[src/rtl/exm_pipe.sv]
`default_nettype none
// =====================================================================
// Module   : exm_pipe
// Purpose  : Execute stage: ALU result and branch decision with a
//            valid/ready handshake, flush and optional serial shifter.
// Revision : 1.0  initial release
// =====================================================================
module exm_pipe #(
  parameter int XLEN         = 32,
  parameter int OFFSET_W     = 20,
  parameter int SERIAL_SHIFT = 0
) (
  input  logic                clk_i,
  input  logic                rst_i,
  input  logic                flush_i,
  input  logic                input_valid_i,
  output logic                input_ready_o,
  input  logic [XLEN-1:0]     alu_operand1_i,
  input  logic [XLEN-1:0]     alu_operand2_i,
  input  logic [2:0]          alu_op_i,
  input  logic                alu_sub_i,
  input  logic                alu_shift_left_i,
  input  logic                alu_signed_shift_i,
  input  logic [2:0]          branch_cond_i,
  input  logic [OFFSET_W-1:0] branch_offset_i,
  input  logic                result_write_i,
  input  logic [4:0]          result_addr_i,
  input  logic                output_ready_i,
  output logic                output_valid_o,
  output logic [XLEN-1:0]     result_o,
  output logic                branch_o,
  output logic [OFFSET_W-1:0] branch_offset_o,
  output logic                result_write_o,
  output logic [4:0]          result_addr_o
);

  localparam int c_SHAMT_W = $clog2(XLEN);

  localparam logic [2:0] c_ALU_ADD   = 3'd0;
  localparam logic [2:0] c_ALU_XOR   = 3'd1;
  localparam logic [2:0] c_ALU_OR    = 3'd2;
  localparam logic [2:0] c_ALU_AND   = 3'd3;
  localparam logic [2:0] c_ALU_SLT   = 3'd4;
  localparam logic [2:0] c_ALU_SLTU  = 3'd5;
  localparam logic [2:0] c_ALU_SHIFT = 3'd6;

  localparam logic [2:0] c_BR_BEQ  = 3'd1;
  localparam logic [2:0] c_BR_BNE  = 3'd2;
  localparam logic [2:0] c_BR_BLT  = 3'd3;
  localparam logic [2:0] c_BR_BGE  = 3'd4;
  localparam logic [2:0] c_BR_BLTU = 3'd5;
  localparam logic [2:0] c_BR_BGEU = 3'd6;

  typedef enum logic [0:0] {
    S_IDLE = 1'b0,
    S_BUSY = 1'b1
  } state_t;

  state_t                r_state;
  state_t                w_state_next;
  logic [c_SHAMT_W-1:0]  w_shamt;
  logic                  w_negate;
  logic [XLEN-1:0]       w_operand2;
  logic [XLEN-1:0]       w_sum;
  logic                  w_slt;
  logic                  w_sltu;
  logic [XLEN-1:0]       w_shift;
  logic [XLEN-1:0]       w_alu_result;
  logic                  w_branch;
  logic                  w_accept;
  logic                  w_serial_start;
  logic [XLEN-1:0]       w_step;
  logic                  w_last;

  assign input_ready_o = ~rst_i & (r_state == S_IDLE) & (~output_valid_o | output_ready_i);
  // Flush wins over a pending request: nothing is taken on a flush edge.
  assign w_accept = input_valid_i & input_ready_o & ~flush_i;

  assign w_shamt    = alu_operand2_i[c_SHAMT_W-1:0];
  assign w_negate   = alu_sub_i | (branch_cond_i == c_BR_BEQ) | (branch_cond_i == c_BR_BNE);
  assign w_operand2 = w_negate ? ~alu_operand2_i : alu_operand2_i;
  assign w_sum      = alu_operand1_i + w_operand2 + XLEN'(w_negate);
  assign w_slt      = $signed(alu_operand1_i) < $signed(alu_operand2_i);
  assign w_sltu     = alu_operand1_i < alu_operand2_i;

  generate
    if (SERIAL_SHIFT != 0) begin : g_serial
      logic [XLEN-1:0]      r_shift;
      logic [c_SHAMT_W-1:0] r_count;
      logic                 r_left;
      logic                 r_arith;

      // Amounts of 0 or 1 finish in one cycle through a single-step shifter.
      assign w_shift = (w_shamt == '0) ? alu_operand1_i :
                       alu_shift_left_i ? {alu_operand1_i[XLEN-2:0], 1'b0} :
                       {alu_signed_shift_i & alu_operand1_i[XLEN-1], alu_operand1_i[XLEN-1:1]};
      assign w_serial_start = (alu_op_i == c_ALU_SHIFT) && (w_shamt > c_SHAMT_W'(1));
      assign w_step = r_left ? {r_shift[XLEN-2:0], 1'b0} :
                      {r_arith & r_shift[XLEN-1], r_shift[XLEN-1:1]};
      assign w_last = (r_count == c_SHAMT_W'(1));

      always_ff @(posedge clk_i) begin
        if (rst_i) begin
          r_shift <= '0;
          r_count <= '0;
          r_left  <= 1'b0;
          r_arith <= 1'b0;
        end else if (flush_i) begin
          r_count <= '0;
        end else if (r_state == S_BUSY) begin
          r_shift <= w_step;
          r_count <= r_count - c_SHAMT_W'(1);
        end else if (w_accept && w_serial_start) begin
          r_shift <= alu_operand1_i;
          r_count <= w_shamt;
          r_left  <= alu_shift_left_i;
          r_arith <= alu_signed_shift_i;
        end
      end
    end else begin : g_barrel
      assign w_shift = alu_shift_left_i ? (alu_operand1_i << w_shamt) :
                       alu_signed_shift_i ? $unsigned($signed(alu_operand1_i) >>> w_shamt) :
                       (alu_operand1_i >> w_shamt);
      assign w_serial_start = 1'b0;
      assign w_step         = '0;
      assign w_last         = 1'b0;
    end
  endgenerate

  always_comb begin
    w_alu_result = '0;
    case (alu_op_i)
      c_ALU_ADD:   w_alu_result = w_sum;
      c_ALU_XOR:   w_alu_result = alu_operand1_i ^ alu_operand2_i;
      c_ALU_OR:    w_alu_result = alu_operand1_i | alu_operand2_i;
      c_ALU_AND:   w_alu_result = alu_operand1_i & alu_operand2_i;
      c_ALU_SLT:   w_alu_result = {{(XLEN-1){1'b0}}, w_slt};
      c_ALU_SLTU:  w_alu_result = {{(XLEN-1){1'b0}}, w_sltu};
      c_ALU_SHIFT: w_alu_result = w_shift;
      default:     w_alu_result = '0;
    endcase
  end

  always_comb begin
    w_branch = 1'b0;
    case (branch_cond_i)
      c_BR_BEQ:  w_branch = (w_sum == '0);
      c_BR_BNE:  w_branch = (w_sum != '0);
      c_BR_BLT:  w_branch = w_slt;
      c_BR_BGE:  w_branch = ~w_slt;
      c_BR_BLTU: w_branch = w_sltu;
      c_BR_BGEU: w_branch = ~w_sltu;
      default:   w_branch = 1'b0;
    endcase
  end

  always_comb begin
    w_state_next = r_state;
    case (r_state)
      S_IDLE:  if (w_accept && w_serial_start) w_state_next = S_BUSY;
      S_BUSY:  if (w_last) w_state_next = S_IDLE;
      default: w_state_next = S_IDLE;
    endcase
    if (flush_i) w_state_next = S_IDLE;
  end

  always_ff @(posedge clk_i) begin
    if (rst_i) r_state <= S_IDLE;
    else       r_state <= w_state_next;
  end

  always_ff @(posedge clk_i) begin
    if (rst_i) begin
      output_valid_o  <= 1'b0;
      result_o        <= '0;
      branch_o        <= 1'b0;
      branch_offset_o <= '0;
      result_write_o  <= 1'b0;
      result_addr_o   <= '0;
    end else if (flush_i) begin
      output_valid_o <= 1'b0;
      result_write_o <= 1'b0;
      branch_o       <= 1'b0;
    end else if (r_state == S_BUSY) begin
      if (w_last) begin
        result_o       <= w_step;
        output_valid_o <= 1'b1;
      end
    end else if (w_accept) begin
      // Passthrough fields are latched now; a serial shift fills result_o later.
      branch_o        <= w_branch;
      branch_offset_o <= branch_offset_i;
      result_write_o  <= result_write_i;
      result_addr_o   <= result_addr_i;
      if (w_serial_start) begin
        output_valid_o <= 1'b0;
      end else begin
        result_o       <= w_alu_result;
        output_valid_o <= 1'b1;
      end
    end else if (output_valid_o && output_ready_i) begin
      output_valid_o <= 1'b0;
    end
  end

endmodule
`default_nettype wire

[config.mk]
export PLATFORM = sky130hd
export DESIGN_NAME = exm_pipe
export DESIGN_NICKNAME = d
export VERILOG_FILES = /design/src/rtl/exm_pipe.sv
export SDC_FILE = /design/constraint.sdc
export NUM_CORES = 1
export LEC_CHECK = 0
export BUFFER_PORTS_ARGS = -buffer_cell sky130_fd_sc_hd__buf_2
export CAP_MARGIN = 0
export CORE_AREA = 2 2 151 153
export CTS_CLUSTER_DIAMETER = 80
export DETAILED_ROUTE_END_ITERATION = 7
export DIE_AREA = 0 0 153 155
export GPL_TIMING_DRIVEN = 0
export PLACE_DENSITY = 0.81
export SETUP_SLACK_MARGIN = 0.5
export SYNTH_ARGS = -nofsm -noshare
export SYNTH_HDL_FRONTEND = slang
export SYNTH_SLANG_ARGS = --single-unit
[constraint.sdc]
create_clock -name clk_i -period 6.6 [get_ports clk_i]
set_clock_uncertainty 0.05 [all_clocks]
set_input_delay 0.99 -clock clk_i [delete_from_list [all_inputs] [get_ports clk_i]]
set_output_delay 0.99 -clock clk_i [all_outputs]
set_load 0.05 [all_outputs]
==> reports/metrics.cfg <==
[status]
status=finished, violations left
violations=DRC

[cts]
cts_tree=done
path_clk_slew_ps=50
cts-root-buf=clkbuf_16
htreeDepth=3
cts_buffer_depth=2
cts-buffers-inserted=9
insertion_delay_ps=330
clkSinkCount=60

[global_routing]
grt_overflow=0
grt_pass1_wl_mm=76.2
track_usage=0.422
grt_pass1_vias=12300
antenna_found_initial=0
grt_max_degree=13

[route]
drt_pre_antenna_iters=8
dr.first_iter.drc_count=1745
drt-vias-per-instance=6.80
wl_per_cell_um=27.1
vias=12800
routed_wl_mm=51.2
drc=1
antenna_left=0

[final_layout]
drive_gt1_frac=0.171
layout_common_cells=buf_2, nor2_1, nand2_1, a21oi_1, ha_1
nets=1831
nFillCells=2150
finish.utilization=0.558
area_delta_synth_final_pct=13.6
num_antenna_cells=0
layout_commonest_cell=buf_2

[worst_setup_path]
r2r_cells=6
critical_path_arrival_ps=6130
crit_fanout=10
rr_startpoint=output_valid_o$_SDFFE_PP0P_
r2r_slack_ps=4470
reg2reg_to=result_o[18]$_SDFFE_PP0P_
critical_path.startpoint_type=input port
crit_required_ps=6830
cp-end-kind=flip-flop
crit_type=in -> reg

[die]
die_y_um=155
num_io_pins=165
dieWidth_um=153
die_area_um2=23700
coreArea_um2=22200
rows=55
initial_core_util=0.492

[yosys]
syn_area_um2=10900
synthTopCellsByArea=ha_1, mux4_2, dfxtp_1
synth_top_area_frac=0.145
syn_area_per_cell_um2=7.65
ys_warn_count=0
synth_nets=1661
synth-edff-count=0
synth_cells=1429
ys_seq_elements=60
async_flop_share=0
synth_ff_type=dfxtp_1
synth.distinct_cells=80
synth_top_area_cell=ha_1
ys_seq_area_frac=0.110

[timing]
relSlewSlack=0.219
tightest_slew_ps=1160
fin_crit_sh=0.895
fin_crit_ps=5900
rsz0062_at_grt=false
slew_viol_final=0
setup_violations=0
finalSetupTns_ps=0
fmax_mhz=169
hold_violations=0

[power]
ir_drop_mv=0.155
cellPowerDensity_nw_per_um2=171
power.leakage_nw=5.46

[worst_hold_path]
holdPathEnd=result_addr_o[3]$_SDFFE_PP0P_
whs_path_depth=2
hp-start=result_addr_o[3]$_SDFFE_PP0P_
hp-class=reg -> reg

[placement]
dp_hpwl_mm=40.4
numPortBuffers=159
gp_congestion=1.06

[run]
max_cap_viol_count=0

-- worst max-delay path, cell delays in order --
cell and delay, ps:
buf_2 140, buf_2 290, buf_1 490, clkbuf_1 790, xnor2_1 230, inv_1 80, fa_1 410, nor2b_1 220
o21ba_2 200, o2111ai_1 260, and3_1 310, o31ai_1 250, a21oi_1 120, xnor2_1 200, nor4_1 420, nand4_1 280
mux2i_1 240, and4_1 200
-- cell usage after synthesis, types with 6 or more instances --
master,n
xor2_1,14
o311ai_0,12
inv_1,100
o211ai_1,10
buf_2,6
o21ai_0,84
nor4_1,13
nor3_1,29
o22ai_1,21
buf_1,17
mux4_2,66
o22a_1,15
nand4_1,15
o221ai_1,14
a211oi_1,8
xnor2_1,45
o21bai_1,11
dfxtp_1,60
a22oi_1,27
nor2_1,160
buf_4,6
ha_1,127
nand3_1,15
clkbuf_1,79
a21oi_1,131
and3_1,7
mux2_2,6
a31oi_1,6
mux2i_1,75
nand2b_1,7
and2_1,8
o21a_1,6
a221oi_1,6
nor2b_1,6
nand2_1,136
-- state kept, by name, summed over array words and instances, names as in the netlist --
signal,cells
branch_o,1
result_write_o,1
branch_offset_o,20
result_addr_o,5
result_o,32
output_valid_o,1
-- through the flow --
stage | setup slack [ps] | hold WS (ps) | power, W | instance area, um^2 | instances
4_1_cts | 564 | 401 | 0.00208 | 12400 | 1889
3_5_place_dp | 52.5 | 395 | 0.00158 | 12100 | 1873
3_3_place_gp | 41.4 | 390 | 0.00157 | 12100 | 1873
6_report | 696 | 399 | 0.00213 | 12400 | 1889
5_1_grt | 535 | 418 | 0.00222 | 12400 | 1889
2_1_floorplan | 1720 | 621 | 0.00118 | 10900 | 1429
-- area by class of cell --
type                    count  area [um^2]  area share
multi-input cells        1157         8910       0.718
well taps                 285          357      0.0287
inverters                 104          390      0.0315
repair buffers            159          796      0.0641
flip-flops and latches     60         1200      0.0968
clock buffers              12          246      0.0199
plain buffers             108          442      0.0356
clock inverters             4         72.6     0.00585
-- logic make-up after synthesis --
| kind of cell | synth area share |
|---|---|
| adders and majority gates | 0.147 |
| and+or+nand+nor | 0.172 |
| muxes | 0.211 |
| buffers and inverters | 0.0756 |
| DFF | 0.110 |
| xor gates and xnor gates | 0.0473 |
| AOI/OAI and AO/OA | 0.237 |
-- power by group --
group	total, W	switching [W]	internal, W
Sequential	0.000383	0.00000659	0.000376
Clock	0.000504	0.000164	0.000340
Combinational	0.00124	0.000812	0.000428
Total	0.00213	0.000982	0.00114
-- worst max-delay path by stage --
stage | slack, ps | end | startpoint | cells past startpoint
global placement | 40 | branch_o$_SDFFE_PP0P_ | alu_operand2_i[3] | 18
finish | 700 | branch_o$_SDFFE_PP0P_ | alu_operand2_i[1] | 18
floorplan | 1720 | result_o[20]$_SDFFE_PP0P_ | branch_cond_i[0] | 19
global route | 540 | branch_o$_SDFFE_PP0P_ | branch_cond_i[1] | 19
detailed placement | 50 | branch_o$_SDFFE_PP0P_ | alu_operand2_i[3] | 18
CTS | 560 | branch_o$_SDFFE_PP0P_ | branch_cond_i[1] | 19
-- repair_timing --
item / in CTS / in global routing
setup endpoints to repair: 1 / 4
pin swaps: 0 / 0
setup buffers: 0 / 0
gates resized for setup: 1 / 9
hold buffers: 0 / 0
-- layer usage --
metal	track usage	routed length, um	share of wire	up-vias
met5	0	0	0	-
met4	0.220	3430	0.067	0
met3	0.102	5600	0.11	229
met2	0.695	23200	0.45	917
met1	0.515	19000	0.37	6134
li1	-	-	-	5565
No activity file was read; power rests on OpenSTA's default activity.
